$ cat src/rtl/keypad_intf.sv
// 4x3 matrix keypad scanner with whole-scan debouncing.
// Rows are driven one at a time; a key is accepted after DEBOUNCE_SCANS identical scans.
module keypad_intf #(
   parameter int DEBOUNCE_SCANS = 2
) (
   input  logic       clk_10hz_i,
   input  logic       rst_i,
   output logic [3:0] row_o,
   input  logic [2:0] col_i,
   output logic [3:0] key_code_o,
   output logic       key_valid_o,
   output logic       key_held_o
);

   localparam logic [3:0] DEB = 4'(DEBOUNCE_SCANS);

   typedef enum logic [1:0] {IDLE, CONFIRM, HELD, RELEASE} state_t;

   state_t     state;
   logic [1:0] r;
   logic [3:0] cnt;
   logic [3:0] cand;
   logic [1:0] acc_cnt;
   logic [3:0] acc_code;

   logic [1:0] row_cnt;
   logic       row_hit;
   logic [1:0] row_col;
   logic [3:0] row_code;
   logic [2:0] sum_cnt;
   logic [1:0] scan_cnt;
   logic [3:0] scan_code;
   logic       scan_end;
   logic [1:0] r_next;

   function automatic logic [3:0] map_code(input logic [1:0] row, input logic [1:0] col);
      logic [3:0] code;
      code = 4'd0;
      case (row)
         2'd0: code = 4'd1 + {2'b00, col};
         2'd1: code = 4'd4 + {2'b00, col};
         2'd2: code = 4'd7 + {2'b00, col};
         default: begin
            case (col)
               2'd0:    code = 4'd10;
               2'd1:    code = 4'd0;
               default: code = 4'd11;
            endcase
         end
      endcase
      return code;
   endfunction

   // Per-row contribution merged into the running scan result; the last low
   // position in scan order (row, then left-to-right) supplies the code.
   always_comb begin
      row_cnt   = {1'b0, ~col_i[0]} + {1'b0, ~col_i[1]} + {1'b0, ~col_i[2]};
      row_hit   = ~&col_i;
      row_col   = 2'd0;
      if (!col_i[2])
         row_col = 2'd2;
      else if (!col_i[1])
         row_col = 2'd1;
      row_code  = map_code(r, row_col);
      sum_cnt   = {1'b0, acc_cnt} + {1'b0, row_cnt};
      scan_cnt  = (sum_cnt >= 3'd2) ? 2'd2 : sum_cnt[1:0];
      scan_code = row_hit ? row_code : acc_code;
      scan_end  = (r == 2'd3);
      r_next    = r + 2'd1;
   end

   always_ff @(posedge clk_10hz_i or negedge rst_i) begin
      if (!rst_i) begin
         r        <= 2'd0;
         row_o    <= 4'b1110;
         acc_cnt  <= 2'd0;
         acc_code <= 4'd0;
      end else begin
         r     <= r_next;
         row_o <= ~(4'b0001 << r_next);
         if (scan_end) begin
            acc_cnt  <= 2'd0;
            acc_code <= 4'd0;
         end else begin
            acc_cnt  <= scan_cnt;
            acc_code <= scan_code;
         end
      end
   end

   // Debounce FSM: only acts on the classification produced at scan end.
   always_ff @(posedge clk_10hz_i or negedge rst_i) begin
      if (!rst_i) begin
         state       <= IDLE;
         cnt         <= 4'd0;
         cand        <= 4'd0;
         key_code_o  <= 4'd0;
         key_valid_o <= 1'b0;
         key_held_o  <= 1'b0;
      end else begin
         key_valid_o <= 1'b0;
         if (scan_end) begin
            case (state)
               IDLE: begin
                  if (scan_cnt == 2'd1) begin
                     state <= CONFIRM;
                     cand  <= scan_code;
                     cnt   <= 4'd1;
                  end
               end
               CONFIRM: begin
                  if (scan_cnt == 2'd1 && scan_code == cand) begin
                     if (cnt + 4'd1 == DEB) begin
                        state       <= HELD;
                        cnt         <= 4'd0;
                        key_code_o  <= cand;
                        key_valid_o <= 1'b1;
                        key_held_o  <= 1'b1;
                     end else begin
                        cnt <= cnt + 4'd1;
                     end
                  end else begin
                     state <= IDLE;
                     cnt   <= 4'd0;
                  end
               end
               HELD: begin
                  if (scan_cnt == 2'd0) begin
                     state <= RELEASE;
                     cnt   <= 4'd1;
                  end
               end
               default: begin
                  if (scan_cnt == 2'd0) begin
                     if (cnt + 4'd1 == DEB) begin
                        state      <= IDLE;
                        cnt        <= 4'd0;
                        key_held_o <= 1'b0;
                     end else begin
                        cnt <= cnt + 4'd1;
                     end
                  end else begin
                     state <= HELD;
                     cnt   <= 4'd0;
                  end
               end
            endcase
         end
      end
   end

endmodule
$ cat config.mk
export PLATFORM = sky130hd
export DESIGN_NAME = keypad_intf
export DESIGN_NICKNAME = d
export VERILOG_FILES = /design/src/rtl/keypad_intf.sv
export SDC_FILE = /design/constraint.sdc
export NUM_CORES = 1
export LEC_CHECK = 0
export ABC_AREA = 1
export BUFFER_PORTS_ARGS = -buffer_cell sky130_fd_sc_hd__buf_2
export CORE_MARGIN = 2
export CORE_UTILIZATION = 55
export DETAILED_ROUTE_END_ITERATION = 6
export PLACE_DENSITY = 0.75
export SLEW_MARGIN = 0
export SYNTH_ARGS = -nofsm -noshare
export SYNTH_HDL_FRONTEND = slang
export SYNTH_SLANG_ARGS = --single-unit
$ cat constraint.sdc
create_clock -name clk_10hz_i -period 3.04 [get_ports clk_10hz_i]
set_input_delay 0.304 -clock clk_10hz_i [delete_from_list [all_inputs] [get_ports clk_10hz_i]]
set_output_delay 0.304 -clock clk_10hz_i [all_outputs]
set_load 0.1 [all_outputs]
==> results of run 1 <==
==> path summary, 6_finish.rpt <==
check / from / to / slack [ns] / cells after the start
worst max-delay path: acc_cnt[0]$_DFF_PN0_ / key_code_o[1]$_DFFE_PN0P_ / 0.19 / 17
worst min-delay path: col_i[1] / acc_code[2]$_DFF_PN0_ / 0.43 / 5
worst max register to register: acc_cnt[0]$_DFF_PN0_ / key_code_o[1]$_DFFE_PN0P_ / 0.19 / 17
worst min register to register: key_code_o[3]$_DFFE_PN0P_ / key_code_o[3]$_DFFE_PN0P_ / 0.50 / 2
max in group asynchronous: rst_i / r[1]$_DFF_PN0_ / 2.14 / 2
min in group asynchronous: rst_i / row_o[0]$_DFF_PN0_ / 0.50 / 2
==> tightest hold or removal path, delay by kind of cell <==
family | cells | cell delay [ns]
AOI/OAI and AO/OA | 1 | 0.06
and+or+nand+nor | 3 | 0.24
buffers and inverters | 1 | 0.14
==> sequential cells by signal, summed over array words and instances, names as in the netlist <==
name         count
row_o            4
key_held_o       1
state            2
cnt              4
acc_code         4
key_code_o       4
acc_cnt          2
cand             4
r                2
key_valid_o      1
==> where the power goes <==
part	internal, mW	total (mW)	switching [mW]
sequential	0.428	0.470	0.0422
combinational	0.120	0.367	0.248
clock	0.133	0.242	0.108
==> what timing repair did <==
action,4_1_cts,5_1_grt
setup buffers,0,1
endpoints found under the hold margin,25,0
endpoints found under the setup margin,0,7
hold buffers,1,0
gates resized for setup,0,4
==> routing by layer <==
metal | vias to the layer above | part of all wire (%) | track usage, %
met1 | 568 | 51 | 26.3
li1 | 686 | - | -
met2 | 12 | 46 | 29.8
met4 | 0 | 1.0 | 5.84
met5 | - | 0 | 0
met3 | 4 | 2.1 | 2.62
==> area by class of cell <==
cell class,count,area [µm²],share of cell area [%]
Tap cell,31,38.8,2.07
Sequential cell,28,704,37.7
Inverter,43,161,8.63
Multi-Input combinational cell,139,791,42.3
Timing Repair Buffer,20,121,6.49
Clock buffer,3,22.5,1.20
Clock inverter,1,30.0,1.61
==> cell usage in the layout (no fill, tap or decap) <==
cell,instances
nand2_1,56
inv_1,39
dfrtp_1,25
nor2_1,17
nand3_1,14
buf_2,14
ha_1,13
o21ai_0,8
nand2_2,6
a21oi_1,5
o21ai_2,5
inv_2,4
buf_4,4
nor2_2,3
nor3_1,3
clkbuf_4,3
dfstp_2,3
nand3_2,2
fa_1,2
nor2_4,1
xnor2_1,1
xor2_1,1
or2_1,1
a21oi_2,1
bufinv_16,1
dlygate4sd3_1,1
buf_6,1
==> kinds of logic after synthesis <==
kind of cell	after synthesis	share of synthesized area, %
AOI/OAI and AO/OA	19	6.83
xor gates and xnor gates	2	1.05
adders and majority gates	15	12.2
buffers and inverters	45	10.7
DFF	28	42.3
and+or+nand+nor	103	27.0
==> per-stage QoR <==
step / utilization (%) / cell area, µm² / total power [mW] / cells
floorplan: - / 1670 / 0.759 / 212
detailed placement: 63.2 / 1790 / 0.838 / 259
finish: 66.1 / 1870 / 1.08 / 265
global route: 66.1 / 1870 / 1.16 / 265
global placement: 63.2 / 1790 / 0.834 / 259
CTS: 65.5 / 1850 / 1.08 / 264
==> impl_results.md, run 1 <==
* CP max stage delay at 0.50 ns
* Fin Clk Skew at 0.00163 ns
* I/O Pins at 15
* Critical path type: flip-flop to flip-flop
* Cell mode on critical path: inv_1
* Final #Nets at 255
* Slowest stage cell, crit path: fa_1
* Seq cells post-synth at 28
* HP Class: input pin to flip-flop
* GPL Wtd Cong at 0.860
* Final Hold Fails at 0
* DRT antenna net count at 0
* DR vias/cell at 4.79
* Worst VDD drop at 323 µV
* Routed WL at 2790 µm
* Max_cap viols at 0
* Minimum clock period at 2.85 ns
* Slew Limit Fails at 0
* DRT iter0 DRCs at 64
* Worst Path Required at 3.28 ns
* Top post-synthesis cells by area: dfrtp_1 (38%), nand2_1 (13%), ha_1 (9.8%)
* Synth cell types at 22
* Drt wl/cell at 10.5 µm
* Dpl ws at 0.0988 ns
* TritonCTS clock tree: done
* Later-pin clock latency in the skew report at 0.32 ns
* Starting Density at 58.9%
* Synth Cell Area at 1670 µm²
* Pin count of the biggest net entering global routing at 29
* Root buf cell: clkbuf_4
* First-pass GRT wire length at 5040 µm
* Ant diodes at 0
* CP top delay family: adder cells
* Global-route usage over all layers at 18.7%
* Critical Path AT at 3.08 ns
* Achievable Freq at 351 MHz
* FP Rows at 19
* Syn Inst Count at 212
* Area leader, netlist: dfrtp_1
* DR pass1 iterations at 4
* H-Tree Depth at 1
* Leakage at 1.02 nW
* Share of the synthesized area in the top cell type at 37.5%
* Number of global-route vias before repair at 1185
* Final setup vio count at 0
* Sum Neg Setup Slack at 0 ns
* Slew HR at 59.3%
* Post-synth EDFFs at 0
* HPWL Detailed at 2130 µm
* Top-count cell post-synth: nand2_1
* Ys flop type: dfrtp_1
* Area growth from synthesis to layout at 12.2%
* Buf/Inv on CP at 5
* Die Y at 59.0 µm
* Critical Path End Type: flip-flop
* CTS buffer count at 3
* Yosys warns at 0
* DRC errors left at 0
* Clk buf depth at 2
* Slew @ Worst Pin at 0.611 ns
* Syn Area/Cell at 7.86 µm²
* Vias post-DR at 1270
* GRT overflow at 0
* Hold slack at 0.434 ns
* Die width at 59.0 µm
* Clock-pin slew on the worst setup and hold paths at 0.15 ns
* Core area at 2830 µm²
* Post-Synthesis Net Count at 232
* Sequential fraction of the synthesis area at 42.3%
* Power Dens Cells at 577 nW/µm²
* Die Area at 3490 µm²
* Setup WS post-layout at 0.194 ns
* Layout cells sized above 1 at 20.5%
* Clock sink total at 28
* Outcome: completed
* Unrepaired setup endpoints after global routing: false
* CP startpoint kind: flip-flop
* Ys async rst share at 100%
* Initial antenna violation count at 0
* Fill cells at 246
* Fin crit share at 93.6%
* Worst-path maximum fanout at 9
* Critical Path, Cell by Cell: inv_1 > fa_1 > inv_1 > ha_1 > inv_1 > fa_1 > nand2_1 > nor2_2 > inv_1 > nor2_1 > nand2_1 > nor2_2 > nand3_2 > or2_1 > buf_6 > nand2_2 > o21ai_2
* Most frequent cells after synthesis: nand2_1 (56), inv_1 (39), dfrtp_1 (25)
* Port Buf Inserts at 14
No activity file was read; power rests on OpenSTA's default activity.
==> run 2, diff against run 1 <==
- RECOVER_POWER: default -> 50
- TNS_END_PERCENT: default -> 100
==> run 2 against run 1 <==
  * Design area about the same
  * Sequential share of layout area about the same
  * Final cell count did not move
  * Sequential power about the same
  * Non-clock buffer count stayed put
  * Clock power about the same
  * Total power barely moved
  * Clock skew stayed put
  * Critical path depth unchanged
  * First-iteration DRC count stayed put
  * Largest cell class unchanged
==> impl_results.md, run 2 (synthesis results as in run 1) <==
* Minimum clock period at 2.85 ns
* Critical Path End Type: flip-flop
* HPWL Detailed at 2130 µm
* Critical Path AT at 3.08 ns
* Slew @ Worst Pin at 1.47 ns
* Power Dens Cells at 577 nW/µm²
* Fin Clk Skew at 0.00163 ns
* Critical Path, Cell by Cell: inv_1 > fa_1 > inv_1 > ha_1 > inv_1 > fa_1 > nand2_1 > nor2_2 > inv_1 > nor2_1 > nand2_1 > nor2_2 > nand3_2 > or2_1 > buf_6 > nand2_2 > o21ai_2
* Final setup vio count at 0
* I/O Pins at 15
* Pin count of the biggest net entering global routing at 29
* DRT iter0 DRCs at 64
* Root buf cell: clkbuf_4
* HP Class: input pin to flip-flop
* Later-pin clock latency in the skew report at 0.32 ns
* R2R setup slack at 0.19 ns
* Buf/Inv on CP at 5
* Clock sink total at 28
* Worst Path Required at 3.28 ns
* Uppermost routed layer: met4
* Sum Neg Setup Slack at 0 ns
* Routed WL at 2790 µm
* Worst VDD drop at 323 µV
* Port Buf Inserts at 14
* Overall power at 1.08 mW
* M1 WL at 1410 µm
* Worst-path maximum fanout at 9
* Global-route usage over all layers at 18.7%
* Outcome: completed
* Layout cells sized above 1 at 20.1%
* Starting Density at 58.9%
* Clk buf depth at 2
* Number of global-route vias before repair at 1185
* Area growth from synthesis to layout at 12.1%
* Core area at 2830 µm²
* FP Rows at 19
* Most frequent cells in the layout: nand2_1 (56), inv_1 (39), dfrtp_1 (25), nor2_1 (17), nand3_1 (14)
* Initial antenna violation count at 0
* Unrepaired setup endpoints after global routing: false
* Leakage at 1.02 nW
* Fin crit share at 93.6%
* Met3 wire len at 59 µm
* First-pass GRT wire length at 5040 µm
* Slowest stage cell, crit path: fa_1
* Commonest non-fill, non-tap cell in the layout: nand2_1
* Met2 wire len at 1290 µm
* DR vias/cell at 4.79
* CP startpoint kind: flip-flop
* GPL Wtd Cong at 0.860
* Die Area at 3490 µm²
* DRT antenna net count at 0
* TritonCTS clock tree: done
* CP max stage delay at 0.50 ns
* Slew HR at 1.95%
* Die width at 59.0 µm
* Cell mode on critical path: inv_1
* DR pass1 iterations at 4
* GRT overflow at 0
* Ant diodes at 0
* Vias post-DR at 1270
* Final Hold Fails at 0
* Max_cap viols at 0
* Achievable Freq at 351 MHz
* CTS buffer count at 3
* DRC errors left at 0
* Critical path type: flip-flop to flip-flop
* Die Y at 59.0 µm
* Final #Nets at 255
* CP top delay family: adder cells
* Drt wl/cell at 10.5 µm
* Slew Limit Fails at 0
* H-Tree Depth at 1
* Clock-pin slew on the worst setup and hold paths at 0.15 ns
## run 2: cell types whose count changed in the layout (fill, tap and decap cells not counted), sizes merged
cell,change
buf,-1
clkbuf,+1
## run 2: path summary, 6_finish.rpt
path	from	to	cells past startpoint
min reg2reg	key_code_o[3]$_DFFE_PN0P_	key_code_o[3]$_DFFE_PN0P_	2
max reg2reg	acc_cnt[0]$_DFF_PN0_	key_code_o[1]$_DFFE_PN0P_	17
max	acc_cnt[0]$_DFF_PN0_	key_code_o[1]$_DFFE_PN0P_	17
min	col_i[1]	acc_code[2]$_DFF_PN0_	5
min in group asynchronous	rst_i	row_o[0]$_DFF_PN0_	2
max in group asynchronous	rst_i	r[1]$_DFF_PN0_	2
## run 2: power by group
group / leakage (nW) / internal [mW] / switching [mW]
logic: 0.647 / 0.119 / 0.248
clock network: 0.0279 / 0.133 / 0.108
registers: 0.347 / 0.428 / 0.0422
total: 1.02 / 0.680 / 0.398
## run 2: repair_timing
item / CTS / global route
endpoints found under the setup margin: 0 / 7
hold buffers: 1 / 0
hold endpoints to repair: 25 / 0
gates resized for setup: 0 / 4
setup buffers: 0 / 1
## run 2: per-layer routing
layer / vias to the layer above / GRT usage, %
met5: - / 0
met4: 0 / 5.84
met3: 4 / 2.62
met2: 12 / 29.8
met1: 568 / 26.3
li1: 686 / -
## run 2: worst min-delay path, cell delays in order
cell     delay (ns)
buf_2          0.14
nand3_1        0.09
nand2_1        0.07
nand2_2        0.08
a21oi_1        0.06
## run 2: stage by stage
| stage | worst slack (ns) | std cells | util (%) | instance area (µm²) | hold slack, ns |
|---|---|---|---|---|---|
| after global placement | 0.177 | 259 | 63.2 | 1790 | 0.359 |
| after CTS | 0.105 | 264 | 65.5 | 1850 | 0.422 |
| final | 0.194 | 265 | 66.0 | 1870 | 0.434 |
| after floorplan | 0.355 | 212 | - | 1670 | 0.00841 |
| after detailed placement | 0.0988 | 259 | 63.2 | 1790 | 0.355 |
| after global routing | 0.0117 | 265 | 66.0 | 1870 | 0.458 |
## run 2: area by class of cell
| cell class | count | area (µm²) |
|---|---|---|
| clock inverter | 1 | 30.0 |
| fill | 247 | 961 |
| inverter | 43 | 161 |
| sequential | 28 | 704 |
| multi-input combinational | 139 | 791 |
| tap | 31 | 38.8 |
| timing repair buffer | 20 | 120 |
| clock buffer | 3 | 22.5 |
==> run 3, diff against run 2 <==
- clock period: 3.04 -> 2.9 ns (I/O delays scaled with it)
==> run 3 against run 2 <==
  * Critical path depth is the same
  * Highest routed layer unchanged
  * Setup slack lost 0.078 ns
  * Largest power group unchanged
  * The flow now finishes with violations (max-capacitance violations)
  * Via count grew 2.0%
  * Design area grew 0.94%
  * Clock power shrank 21%
  * Non-clock buffer count grew 3
  * Maximum frequency grew 2.2%
  * Sequential share of layout area shrank 0.35 points
  * Die area is the same
  * Final cell count grew 1.1%
  * Clock-buffer cell count grew 1
  * Worst hold slack lost 0.017 ns
==> impl_results.md, run 3 (synthesis results as in run 1) <==
* Outcome: finished with violations
* Failing checks: max-capacitance violations
* Slowest stage cell, crit path: fa_1
* First-pass GRT wire length at 5090 µm
* HPWL Detailed at 2190 µm
* Minimum clock period at 2.78 ns
* Final setup vio count at 0
* GRT overflow at 0
* DR vias/cell at 4.83
* Final core occ at 66.7%
* HP Class: input pin to flip-flop
* DRC errors left at 0
* Number of global-route vias before repair at 1239
* Slew Limit Fails at 0
* Worst Path Required at 3.14 ns
* Worst VDD drop at 345 µV
* Die Area at 3490 µm²
* Critical Path, Cell by Cell: inv_1 > fa_1 > inv_1 > ha_1 > inv_1 > fa_1 > nand2_1 > nor2_1 > inv_1 > nor2_1 > nand2_1 > nor2_2 > nand3_2 > or2_4 > buf_6 > nand2_2 > o21ai_2
* Layout cells sized above 1 at 22.4%
* Overall power at 1.09 mW
* Die width at 59.0 µm
* Slew HR at 0.208%
* Port Buf Inserts at 14
* P_sw at 0.423 mW
* Critical Path End Type: flip-flop
* Hold slack at 0.417 ns
* Dpl ws at 0.0293 ns
* H-Tree Depth at 1
* Clock sink total at 28
* Later-pin clock latency in the skew report at 0.33 ns
* Slew @ Worst Pin at 1.50 ns
* Sequential group share of total power at 45.3%
* Critical path type: flip-flop to flip-flop
* Clock-pin slew on the worst setup and hold paths at 0.15 ns
* Unrepaired setup endpoints after global routing: true
* CTS buffer count at 3
* Critical Path AT at 3.02 ns
* Initial antenna violation count at 0
* Internal Power at 0.664 mW
* TritonCTS clock tree: done
* Drt wl/cell at 10.7 µm
* Max_cap viols at 1
* Worst-path maximum fanout at 5
* Die Y at 59.0 µm
* Global-route usage over all layers at 19.0%
* Final Hold Fails at 0
* Fin Clk Skew at 0.00284 ns
* Power Dens Cells at 577 nW/µm²
* Achievable Freq at 359 MHz
* DRT iter0 DRCs at 41
* Commonest non-fill, non-tap cell in the layout: nand2_1
* Most frequent cells in the layout: nand2_1 (54), inv_1 (39), dfrtp_1 (25), nor2_1 (18)
* Switching share of total power at 38.9%
* Area growth from synthesis to layout at 13.1%
* Pin count of the biggest net entering global routing at 29
* Fin crit share at 96.0%
* Fill cells at 266
* Clk buf depth at 2
* Final #Nets at 258
* CP top delay family: adder cells
* Starting Density at 58.9%
* Vias post-DR at 1295
* Leakage at 1.03 nW
* DR pass1 iterations at 4
* Root buf cell: clkbuf_4
* CP startpoint kind: flip-flop
* Cell mode on critical path: inv_1
* I/O Pins at 15
* Buf/Inv on CP at 5
* FP Rows at 19
* GPL Wtd Cong at 0.837
* Comb pwr share at 37.1%
* Core area at 2830 µm²
* Clk network pwr share at 17.7%
* Ant diodes at 0
* Setup WS post-layout at 0.116 ns
* Routed WL at 2880 µm
* DRT antenna net count at 0
* CP max stage delay at 0.49 ns
## run 3: cell count changes in the layout (fill, tap and decap cells not counted), sizes merged
cell	change
buf	+3
bufinv	-1
clkbuf	+1
## run 3: per-layer routing
layer	vias up	GRT usage, %	share of wire [%]
met5	-	0	0
met4	0	5.84	1.2
met3	5	2.62	2.7
met2	17	30.2	45
met1	584	27.1	51
li1	689	-	-
## run 3: final timing paths
kind / depth (start not counted) / slack, ns / endpoint / start
worst max register to register: 17 / 0.12 / key_code_o[1]$_DFFE_PN0P_ / acc_cnt[0]$_DFF_PN0_
worst min register to register: 2 / 0.50 / key_code_o[0]$_DFFE_PN0P_ / key_code_o[0]$_DFFE_PN0P_
max in group asynchronous: 2 / 1.20 / cnt[1]$_DFFE_PN0P_ / rst_i
worst min-delay path: 5 / 0.42 / acc_code[2]$_DFF_PN0_ / col_i[1]
worst max-delay path: 17 / 0.12 / key_code_o[1]$_DFFE_PN0P_ / acc_cnt[0]$_DFF_PN0_
min in group asynchronous: 2 / 0.85 / cand[1]$_DFFE_PN0P_ / rst_i
## run 3: power groups by stage
stage / registers (mW) / clock network, mW / logic (mW)
after floorplan: 0.528 / 0 / 0.267
after detailed placement: 0.501 / 0 / 0.384
final: 0.492 / 0.192 / 0.403
after global placement: 0.498 / 0 / 0.379
after CTS: 0.493 / 0.201 / 0.387
after global routing: 0.502 / 0.214 / 0.471
## run 3: per-stage QoR
| stage | cell area [µm²] | instances | setup TNS [ns] |
|---|---|---|---|
| 2_1_floorplan | 1670 | 212 | 0 |
| 3_3_place_gp | 1800 | 261 | 0 |
| 3_5_place_dp | 1800 | 261 | 0 |
| 4_1_cts | 1850 | 266 | 0 |
| 5_1_grt | 1890 | 268 | -0.389 |
| 6_report | 1890 | 268 | 0 |
## run 3: cell type report
class	instances	area [µm²]	share of cell area (%)
Multi-Input combinational cell	139	805	42.7
Clock buffer	4	36.3	1.92
Timing Repair Buffer	23	140	7.43
Inverter	43	161	8.56
Sequential cell	28	704	37.4
Tap cell	31	38.8	2.06
## run 3: repair_timing
item | in CTS | in global routing
buffers inserted | 0 | 1
resized for setup | 0 | 9
hold endpoints to repair | 25 | 0
setup endpoints to repair | 0 | 10
hold buffers | 1 | 0
## run 3: worst reg2reg max path, cell delays in order (launching register included)
cell and delay, ns:
dfrtp_1 0.40, inv_1 0.06, fa_1 0.41, inv_1 0.07, ha_1 0.13, inv_1 0.05
fa_1 0.49, nand2_1 0.07, nor2_1 0.14, inv_1 0.08, nor2_1 0.08, nand2_1 0.07
nor2_2 0.09, nand3_2 0.09, or2_4 0.24, buf_6 0.14, nand2_2 0.06, o21ai_2 0.05
